## src/rtl/ad9958_ftw_sequencer.sv

```systemverilog
// AD9958 serial-port sequencer: pulses MASTER_RESET after reset, then for each
// accepted FTW pair writes CSR/FTW frames for both channels and strobes IO_UPDATE.
module ad9958_ftw_sequencer #(
    parameter int CLK_DIV     = 2,
    parameter int CS_GAP      = 2,
    parameter int IOUP_CYCLES = 4,
    parameter int MRST_CYCLES = 16,
    parameter int MRST_WAIT   = 32
) (
    input  logic        Sync_clk,
    input  logic        reset,
    input  logic        req_valid,
    output logic        req_ready,
    input  logic [31:0] ftw0,
    input  logic [31:0] ftw1,
    output logic        busy,
    output logic        done,
    output logic        dds_mrst,
    output logic        spi_cs_n,
    output logic        spi_sclk,
    output logic        spi_sdio,
    output logic        io_update
);

    typedef enum logic [2:0] {
        ST_MRST, ST_MWAIT, ST_IDLE, ST_LOAD, ST_SHIFT, ST_GAP, ST_IOUP, ST_DONE
    } state_e;

    // Outputs are registered from the next state, so the first MRST cycle after
    // reset still shows dds_mrst low; leaving at count MRST_CYCLES keeps the pulse exact.
    localparam logic [15:0] MRST_LAST = 16'(MRST_CYCLES);
    localparam logic [15:0] WAIT_LAST = 16'(MRST_WAIT - 1);
    localparam logic [15:0] HALF_LAST = 16'(CLK_DIV - 1);
    localparam logic [15:0] GAP_LAST  = 16'(CS_GAP - 1);
    localparam logic [15:0] IOUP_LAST = 16'(IOUP_CYCLES - 1);

    state_e      state_q, state_d;
    logic [15:0] cnt_q, cnt_d;
    logic        sclk_hi_q, sclk_hi_d;
    logic [5:0]  bit_cnt_q, bit_cnt_d;
    logic [1:0]  frame_q, frame_d;
    logic [39:0] sreg_q, sreg_d;
    logic [31:0] ftw0_q, ftw0_d;
    logic [31:0] ftw1_q, ftw1_d;
    logic [39:0] frame_word;
    logic [5:0]  frame_bits;

    logic req_ready_q, req_ready_d;
    logic busy_q, busy_d;
    logic done_q, done_d;
    logic dds_mrst_q, dds_mrst_d;
    logic cs_n_q, cs_n_d;
    logic sclk_q, sclk_d;
    logic sdio_q, sdio_d;
    logic io_update_q, io_update_d;

    // NOTE: sequential state uses non-blocking assignments only, so every flop
    // samples the values computed before this edge regardless of block order.
    always_ff @(posedge Sync_clk) begin
        if (reset) begin
            state_q     <= ST_MRST;
            cnt_q       <= '0;
            sclk_hi_q   <= 1'b0;
            bit_cnt_q   <= '0;
            frame_q     <= '0;
            sreg_q      <= '0;
            ftw0_q      <= '0;
            ftw1_q      <= '0;
            req_ready_q <= 1'b0;
            busy_q      <= 1'b1;
            done_q      <= 1'b0;
            dds_mrst_q  <= 1'b0;
            cs_n_q      <= 1'b1;
            sclk_q      <= 1'b0;
            sdio_q      <= 1'b0;
            io_update_q <= 1'b0;
        end else begin
            state_q     <= state_d;
            cnt_q       <= cnt_d;
            sclk_hi_q   <= sclk_hi_d;
            bit_cnt_q   <= bit_cnt_d;
            frame_q     <= frame_d;
            sreg_q      <= sreg_d;
            ftw0_q      <= ftw0_d;
            ftw1_q      <= ftw1_d;
            req_ready_q <= req_ready_d;
            busy_q      <= busy_d;
            done_q      <= done_d;
            dds_mrst_q  <= dds_mrst_d;
            cs_n_q      <= cs_n_d;
            sclk_q      <= sclk_d;
            sdio_q      <= sdio_d;
            io_update_q <= io_update_d;
        end
    end

    // Frame contents, MSB-aligned in a 40-bit word: instruction byte then data.
    always_comb begin
        frame_word = 40'h0;
        frame_bits = 6'd16;
        case (frame_q)
            2'd0:    frame_word = {16'h0040, 24'h0};
            2'd1:    begin frame_word = {8'h04, ftw0_q}; frame_bits = 6'd40; end
            2'd2:    frame_word = {16'h0080, 24'h0};
            default: begin frame_word = {8'h04, ftw1_q}; frame_bits = 6'd40; end
        endcase
    end

    // NOTE: every signal gets a default before the case so no path leaves it
    // unassigned, which would otherwise infer a latch.
    always_comb begin
        state_d   = state_q;
        cnt_d     = cnt_q;
        sclk_hi_d = sclk_hi_q;
        bit_cnt_d = bit_cnt_q;
        frame_d   = frame_q;
        sreg_d    = sreg_q;
        ftw0_d    = ftw0_q;
        ftw1_d    = ftw1_q;
        case (state_q)
            ST_MRST: begin
                cnt_d = cnt_q + 16'd1;
                if (cnt_q == MRST_LAST) begin
                    state_d = ST_MWAIT;
                    cnt_d   = '0;
                end
            end
            ST_MWAIT: begin
                cnt_d = cnt_q + 16'd1;
                if (cnt_q == WAIT_LAST) begin
                    state_d = ST_IDLE;
                    cnt_d   = '0;
                end
            end
            ST_IDLE: begin
                if (req_valid && req_ready_q) begin
                    ftw0_d  = ftw0;
                    ftw1_d  = ftw1;
                    frame_d = 2'd0;
                    state_d = ST_LOAD;
                end
            end
            ST_LOAD: begin
                sreg_d    = frame_word;
                bit_cnt_d = frame_bits;
                cnt_d     = '0;
                sclk_hi_d = 1'b0;
                state_d   = ST_SHIFT;
            end
            ST_SHIFT: begin
                cnt_d = cnt_q + 16'd1;
                if (cnt_q == HALF_LAST) begin
                    cnt_d     = '0;
                    sclk_hi_d = ~sclk_hi_q;
                    // End of a high half: sclk falls and the next bit moves out together.
                    if (sclk_hi_q) begin
                        if (bit_cnt_q == 6'd1) begin
                            state_d = ST_GAP;
                        end else begin
                            sreg_d    = {sreg_q[38:0], 1'b0};
                            bit_cnt_d = bit_cnt_q - 6'd1;
                        end
                    end
                end
            end
            ST_GAP: begin
                cnt_d = cnt_q + 16'd1;
                if (cnt_q == GAP_LAST) begin
                    cnt_d = '0;
                    if (frame_q == 2'd3) begin
                        state_d = ST_IOUP;
                    end else begin
                        frame_d = frame_q + 2'd1;
                        state_d = ST_LOAD;
                    end
                end
            end
            ST_IOUP: begin
                cnt_d = cnt_q + 16'd1;
                if (cnt_q == IOUP_LAST) begin
                    cnt_d   = '0;
                    state_d = ST_DONE;
                end
            end
            ST_DONE:  state_d = ST_IDLE;
            default:  state_d = ST_MRST;
        endcase
    end

    always_comb begin
        req_ready_d = (state_d == ST_IDLE);
        busy_d      = (state_d != ST_IDLE);
        done_d      = (state_d == ST_DONE);
        dds_mrst_d  = (state_d == ST_MRST);
        cs_n_d      = (state_d != ST_SHIFT);
        sclk_d      = (state_d == ST_SHIFT) && sclk_hi_d;
        sdio_d      = (state_d == ST_SHIFT) && sreg_d[39];
        io_update_d = (state_d == ST_IOUP);
    end

    assign req_ready = req_ready_q;
    assign busy      = busy_q;
    assign done      = done_q;
    assign dds_mrst  = dds_mrst_q;
    assign spi_cs_n  = cs_n_q;
    assign spi_sclk  = sclk_q;
    assign spi_sdio  = sdio_q;
    assign io_update = io_update_q;

endmodule

```

## config.mk

```make
export PLATFORM = sky130hd
export DESIGN_NAME = ad9958_ftw_sequencer
export DESIGN_NICKNAME = d
export VERILOG_FILES = /design/src/rtl/ad9958_ftw_sequencer.sv
export SDC_FILE = /design/constraint.sdc
export NUM_CORES = 1
export LEC_CHECK = 0
export CAP_MARGIN = 15
export CORE_MARGIN = 8
export CORE_UTILIZATION = 45
export DETAILED_ROUTE_END_ITERATION = 10
export PLACE_DENSITY = 0.68
export SKIP_LAST_GASP = 1
export SLEW_MARGIN = 25
export SYNTH_ARGS = -nofsm -noshare
export SYNTH_HDL_FRONTEND = slang
export SYNTH_SLANG_ARGS = --single-unit
```

## constraint.sdc

```tcl
create_clock -name Sync_clk -period 2.4 [get_ports Sync_clk]
set_input_delay 0.6 -clock Sync_clk [delete_from_list [all_inputs] [get_ports Sync_clk]]
set_output_delay 0.6 -clock Sync_clk [all_outputs]
set_load 0.01 [all_outputs]
```

=== Word level (Yosys, flattened, before mapping) ===
Index checks and enable logic that the tools add are counted.

* Eq/ne operators: 27
* Div/mod/pow operators: 0
* Bitwise operators: 1
* Add/sub/neg operators: 3
* Magnitude comparators: 0
* Shift operators: 0
* Reductions and logical operators: 14
* Multiply operators: 0
* Mux-type cells: 31

{| class="wikitable"
|+ Operators by type and width
! operator !! count
|-
| $mux 40 || 3
|-
| $pmux 35 s3 || 1
|-
| $pmux 16 s5 || 1
|-
| $pmux 40 s2 || 1
|-
| $mux 16 || 4
|-
| $eq 16x5->1 const B || 2
|-
| $mux 3 || 9
|-
| $mux 6 || 4
|-
| $pmux 3 s8 || 1
|-
| $eq 3x3->1 const B || 7
|-
| $add 16x1->16 const B || 1
|-
| $eq 16x1->1 const B || 1
|-
| $eq 16x2->1 const B || 1
|-
| $ne 2x2->1 const B || 6
|-
| $pmux 6 s2 || 1
|-
| $eq 3x2->1 const B || 3
|-
| $reduce_and 4->1 || 2
|-
| $eq 6x1->1 const B || 1
|-
| $logic_not 3->1 || 2
|-
| $mux 2 || 3
|-
| $sub 6x1->6 const B || 1
|-
| $reduce_bool 5->1 || 1
|-
| $eq 2x2->1 const B || 2
|-
| $pmux 2 s2 || 1
|-
| other kinds (13) || 17
|}

* Memory bits (read-only): 0
* Word-level logic and storage cells: 93
* Output and inout bits: 8
* Flip-flop bits (word level): 140
* Latch bits: 0
* Memories: 0
* Memory bits (writable): 0
* Bits of input ports: 67

=== Longest topological paths before layout ===
* Word-level depth: 7
* Depth in mapped cells: 8
* Gate-level depth less buffers: 8

=== Worst setup path before layout ===
No wires, ideal clock.

* Path kind: reg2reg
* Start point: reg cnt_q[0]
* End point: reg busy_q, in the netlist busy
* Data required time: 2.266 ns
* Slack: 0.101 ns
* Stages on the path, launching flop included: 6
* Arrival time: 2.165 ns
* Path buffers: 0
* Period minus slack after synthesis: 2.299 ns
* Cell sequence: dfxtp_1 ha_1 or4b_4 or4_4 a21bo_1 or4_1

* Word-level cells in the longest chain between the ends: 4

{| class="wikitable"
|+ Ends and longest elaborated chain
! what !! RTL line !! text
|-
| from (decl) || 38 || <nowiki>logic [15:0] cnt_q, cnt_d;</nowiki>
|-
| from (signal assigned) || 79 || <nowiki>cnt_q <= cnt_d;</nowiki>
|-
| $eq 16x2->1 (tied with other cells) || 180 || <nowiki>if (cnt_q == IOUP_LAST) begin</nowiki>
|-
| $mux 3 (on tied branches) || n/a ||
|-
| $pmux 3 s8 * || 120 || <nowiki>case (state_q)</nowiki>
|-
| $ne 3x2->1 * || 192 || <nowiki>busy_d = (state_d != ST_IDLE);</nowiki>
|-
| to (signal assigned) || 87 || <nowiki>busy_q <= busy_d;</nowiki>
|-
| to (decl) || 49 || <nowiki>logic busy_q, busy_d;</nowiki>
|}

Every way passes the cells marked *; elsewhere a longest branch is shown, timed or not.
A chain may end at the register's enable or synchronous reset.

=== Worst setup path after layout ===
* Start point: reg cnt_q[1]
* End point: reg sreg_q[9]

* Word-level cells in the longest chain between the ends: 3

{| class="wikitable"
|+ Ends and longest elaborated chain
! what !! RTL line !! text
|-
| $eq 16x1->1 || 152 || <nowiki>if (cnt_q == HALF_LAST) begin</nowiki>
|-
| $ne 2x2->1 (no source line) || n/a ||
|-
| $reduce_and 4->1 (no source line) || n/a ||
|-
| to (signal assigned) || 83 || <nowiki>sreg_q <= sreg_d;</nowiki>
|-
| to (decl) || 42 || <nowiki>logic [39:0] sreg_q, sreg_d;</nowiki>
|}

Every way passes these cells.

==> results.txt <==
Status -> completed
RD Place Congestion -> 0.8593
Die area -> 17850 µm²
Detailed Route WL -> 15760 µm
Post-synth top flop -> dfxtp_1
Worst Tran Pin Value -> 658.0 ps
Chip height -> 133.6 µm
Register area share after synthesis -> 45.03%
CTS Root Cell -> clkbuf_16
Maximum number of pins on one net before global-route repair -> 49
First-pass GRT wire length -> 26040 µm
Multi-input gate area -> 3196 µm²
Final Hold Vio Count -> 0
Clock edge transition at the registers on the reported setup and hold paths -> 60 ps
I/O Buffers -> 74
Core ar. -> 13720 µm²
Number of remaining DRC errors -> 0
Avg WL per Cell -> 15.05 µm
Post-synthesis mux area share -> 5.589%
Vias per cell -> 5.487
HP Class -> reg2reg
DRT antenna net count -> 0
Post-synthesis cell type count -> 52
Clock sinks -> 140
#FFs+latches synth -> 140
Layout cells sized above 1 -> 13.73%
Total Routing Usage GR -> 17.53%
Post-synthesis adder-cell area fraction -> 1.809%
Mapped cell area -> 6223 µm²
Final Critical Period -> 2322 ps
Layout Utilization -> 58.47%
Register cell area after layout -> 2804 µm²
Period Utilization, post-route -> 96.76%
Setup slack at placement -> 35.13 ps
Final setup violation count -> 0
Crit-path max FO -> 18
Ant diodes -> 0
Number of antenna violations at the first check in global routing -> 0
Simple-Gate Fraction of Synth Area -> 23.78%
Commonest non-fill, non-tap cells in the layout -> nand2_1 (190), dfxtp_1 (139), a21oi_1 (87), clkdlybuf4s50_1 (73), nor2_1 (48)
Max-Slew Margin vs Limit -> 55.87%
Post-DP HPWL -> 10430 µm
Unrepaired setup endpoints after global routing -> true
Crit path arrival time -> 2610 ps
Mapped Nets -> 855
Synth warn -> 0
GRT overflow -> 0
Post-synth EDFFs -> 0
Filler cells -> 1268
Die W -> 133.6 µm
CP startpoint kind -> register
Clk_lat worst skew -> 420 ps
Fmax -> 430.6 MHz
Nets@finish -> 930
Commonest non-fill, non-tap cell in the layout -> nand2_1
Sum of negative setup slack -> 0 ps
Largest family of logic cells by synthesized area -> simple AND/OR/NAND/NOR gates
Number of global-route vias before repair -> 5596
Iteration-0 DRC Markers -> 442
Mapped Cells -> 779
Syn avg cell area -> 7.989 µm²
Io pins -> 75
Drt pass-1 iters -> 5
P per Cell Area -> 689.8 nW/µm²
Area grow syn2layout -> 28.89%
Final Slew Violations -> 0
Rows -> 43
Worst Skew -> 12.72 ps
Initial core utilization -> 45.36%
H-Tree Depth -> 4
MaxCap Viol Count -> 0
Post-synthesis async set-or-reset flop share -> 0%
Setup ws final -> 77.86 ps
Compound-gate portion of the synthesized area -> 17.49%
Max VDD drop -> 0.0004664 V
Xor/xnor share of the synthesized area -> 1.970%
Clk buf depth -> 2
Vias after detailed routing -> 5745
Kind of critical path -> reg2reg
CP Capture Type -> register
Worst path required time -> 2690 ps
CTS buffer count -> 17
Leakage -> 2.784 nW
Pwr Total -> 0.005533 W
CTS tree -> done
## final timing paths
check,from,to,slack [ps],depth (start not counted)
max,cnt_q[1],sreg_q[9],80,9
min reg2reg,ftw1_q[3],ftw1_q[3],450,2
min,ftw1_q[3],ftw1_q[3],450,2
max reg2reg,cnt_q[1],sreg_q[9],80,9
## per-layer routing
| layer | vias up | share of wire [%] | track usage [%] |
|---|---|---|---|
| met2 | 148 | 50 | 29.46 |
| li1 | 2849 | - | - |
| met1 | 2729 | 44 | 20.99 |
| met4 | 0 | 1.3 | 6.176 |
| met5 | - | 0 | 0 |
| met3 | 19 | 4.8 | 4.857 |
## state kept, by name (all words and copies together) (netlist names)
name / count
bit_cnt_q: 6
busy: 1
cnt_q: 16
dds_mrst: 1
done: 1
frame_q: 2
ftw0_q: 32
ftw1_q: 32
io_update: 1
req_ready: 1
sclk_hi_q: 1
spi_cs_n: 1
spi_sclk: 1
spi_sdio: 1
sreg_q: 40
state_q: 3
## Yosys cell counts (4+ instances only)
cell	count	area, µm²
nand4_1	12	75.07
nor2_1	49	183.9
xnor2_1	7	61.31
nor4_1	6	37.54
or3_1	5	31.28
nand3_1	14	70.07
mux2_2	30	337.8
xor2_1	7	61.31
inv_1	13	48.80
dfxtp_1	140	2803
a211oi_1	33	247.7
o21ai_0	39	195.2
buf_2	7	35.03
clkbuf_1	48	180.2
ha_1	9	112.6
nor2b_1	4	25.02
nand2_1	190	713.2
a21oi_1	87	435.4
a31oi_1	5	31.28
nor3_1	25	125.1
## stage by stage
step / cells / hold slack [ps] / area (µm²)
floorplan: 779 / 432.2 / 6223
global placement: 1011 / 439.1 / 7258
detailed placement: 1011 / 444.8 / 7258
CTS: 1043 / 453.0 / 7933
global route: 1047 / 470.3 / 8021
finish: 1047 / 451.7 / 8021
## power breakdown
| part | leakage (nW) | internal [W] | total, W | switching, W |
|---|---|---|---|---|
| Clock | 0.323 | 0.00200 | 0.00298 | 0.000979 |
| Sequential | 1.13 | 0.00233 | 0.00233 | 0.00000386 |
| Combinational | 1.33 | 0.000133 | 0.000218 | 0.0000852 |
| Total | 2.78 | 0.00447 | 0.00553 | 0.00107 |
## critical path: stages (launching register included)
cell,delay [ps]
dfxtp_2,330
inv_1,80
ha_2,170
or4b_4,480
nor4_4,260
buf_4,200
nand2_1,120
buf_6,210
o21ai_0,230
a211oi_1,110
## area by class of cell
cell class | instances | share of cell area [%]
multi-input combinational | 570 | 39.84
sequential | 140 | 34.96
timing repair buffer | 112 | 13.38
clock buffer | 21 | 5.740
tap | 180 | 2.808
clock inverter | 11 | 2.667
inverter | 13 | 0.6083
## logic make-up after synthesis
family / Yosys count
and+or+nand+nor: 330
muxes: 31
xor gates and xnor gates: 14
adders and majority gates: 9
buffers and inverters: 69
DFF: 140
AOI/OAI and AO/OA: 186
## repair_timing
item                       CTS  global route
resized for setup            0            12
hold buffers                 0             0
setup buffers                0             3
setup endpoints to repair    0            59
(Power assumes the default switching activity.)
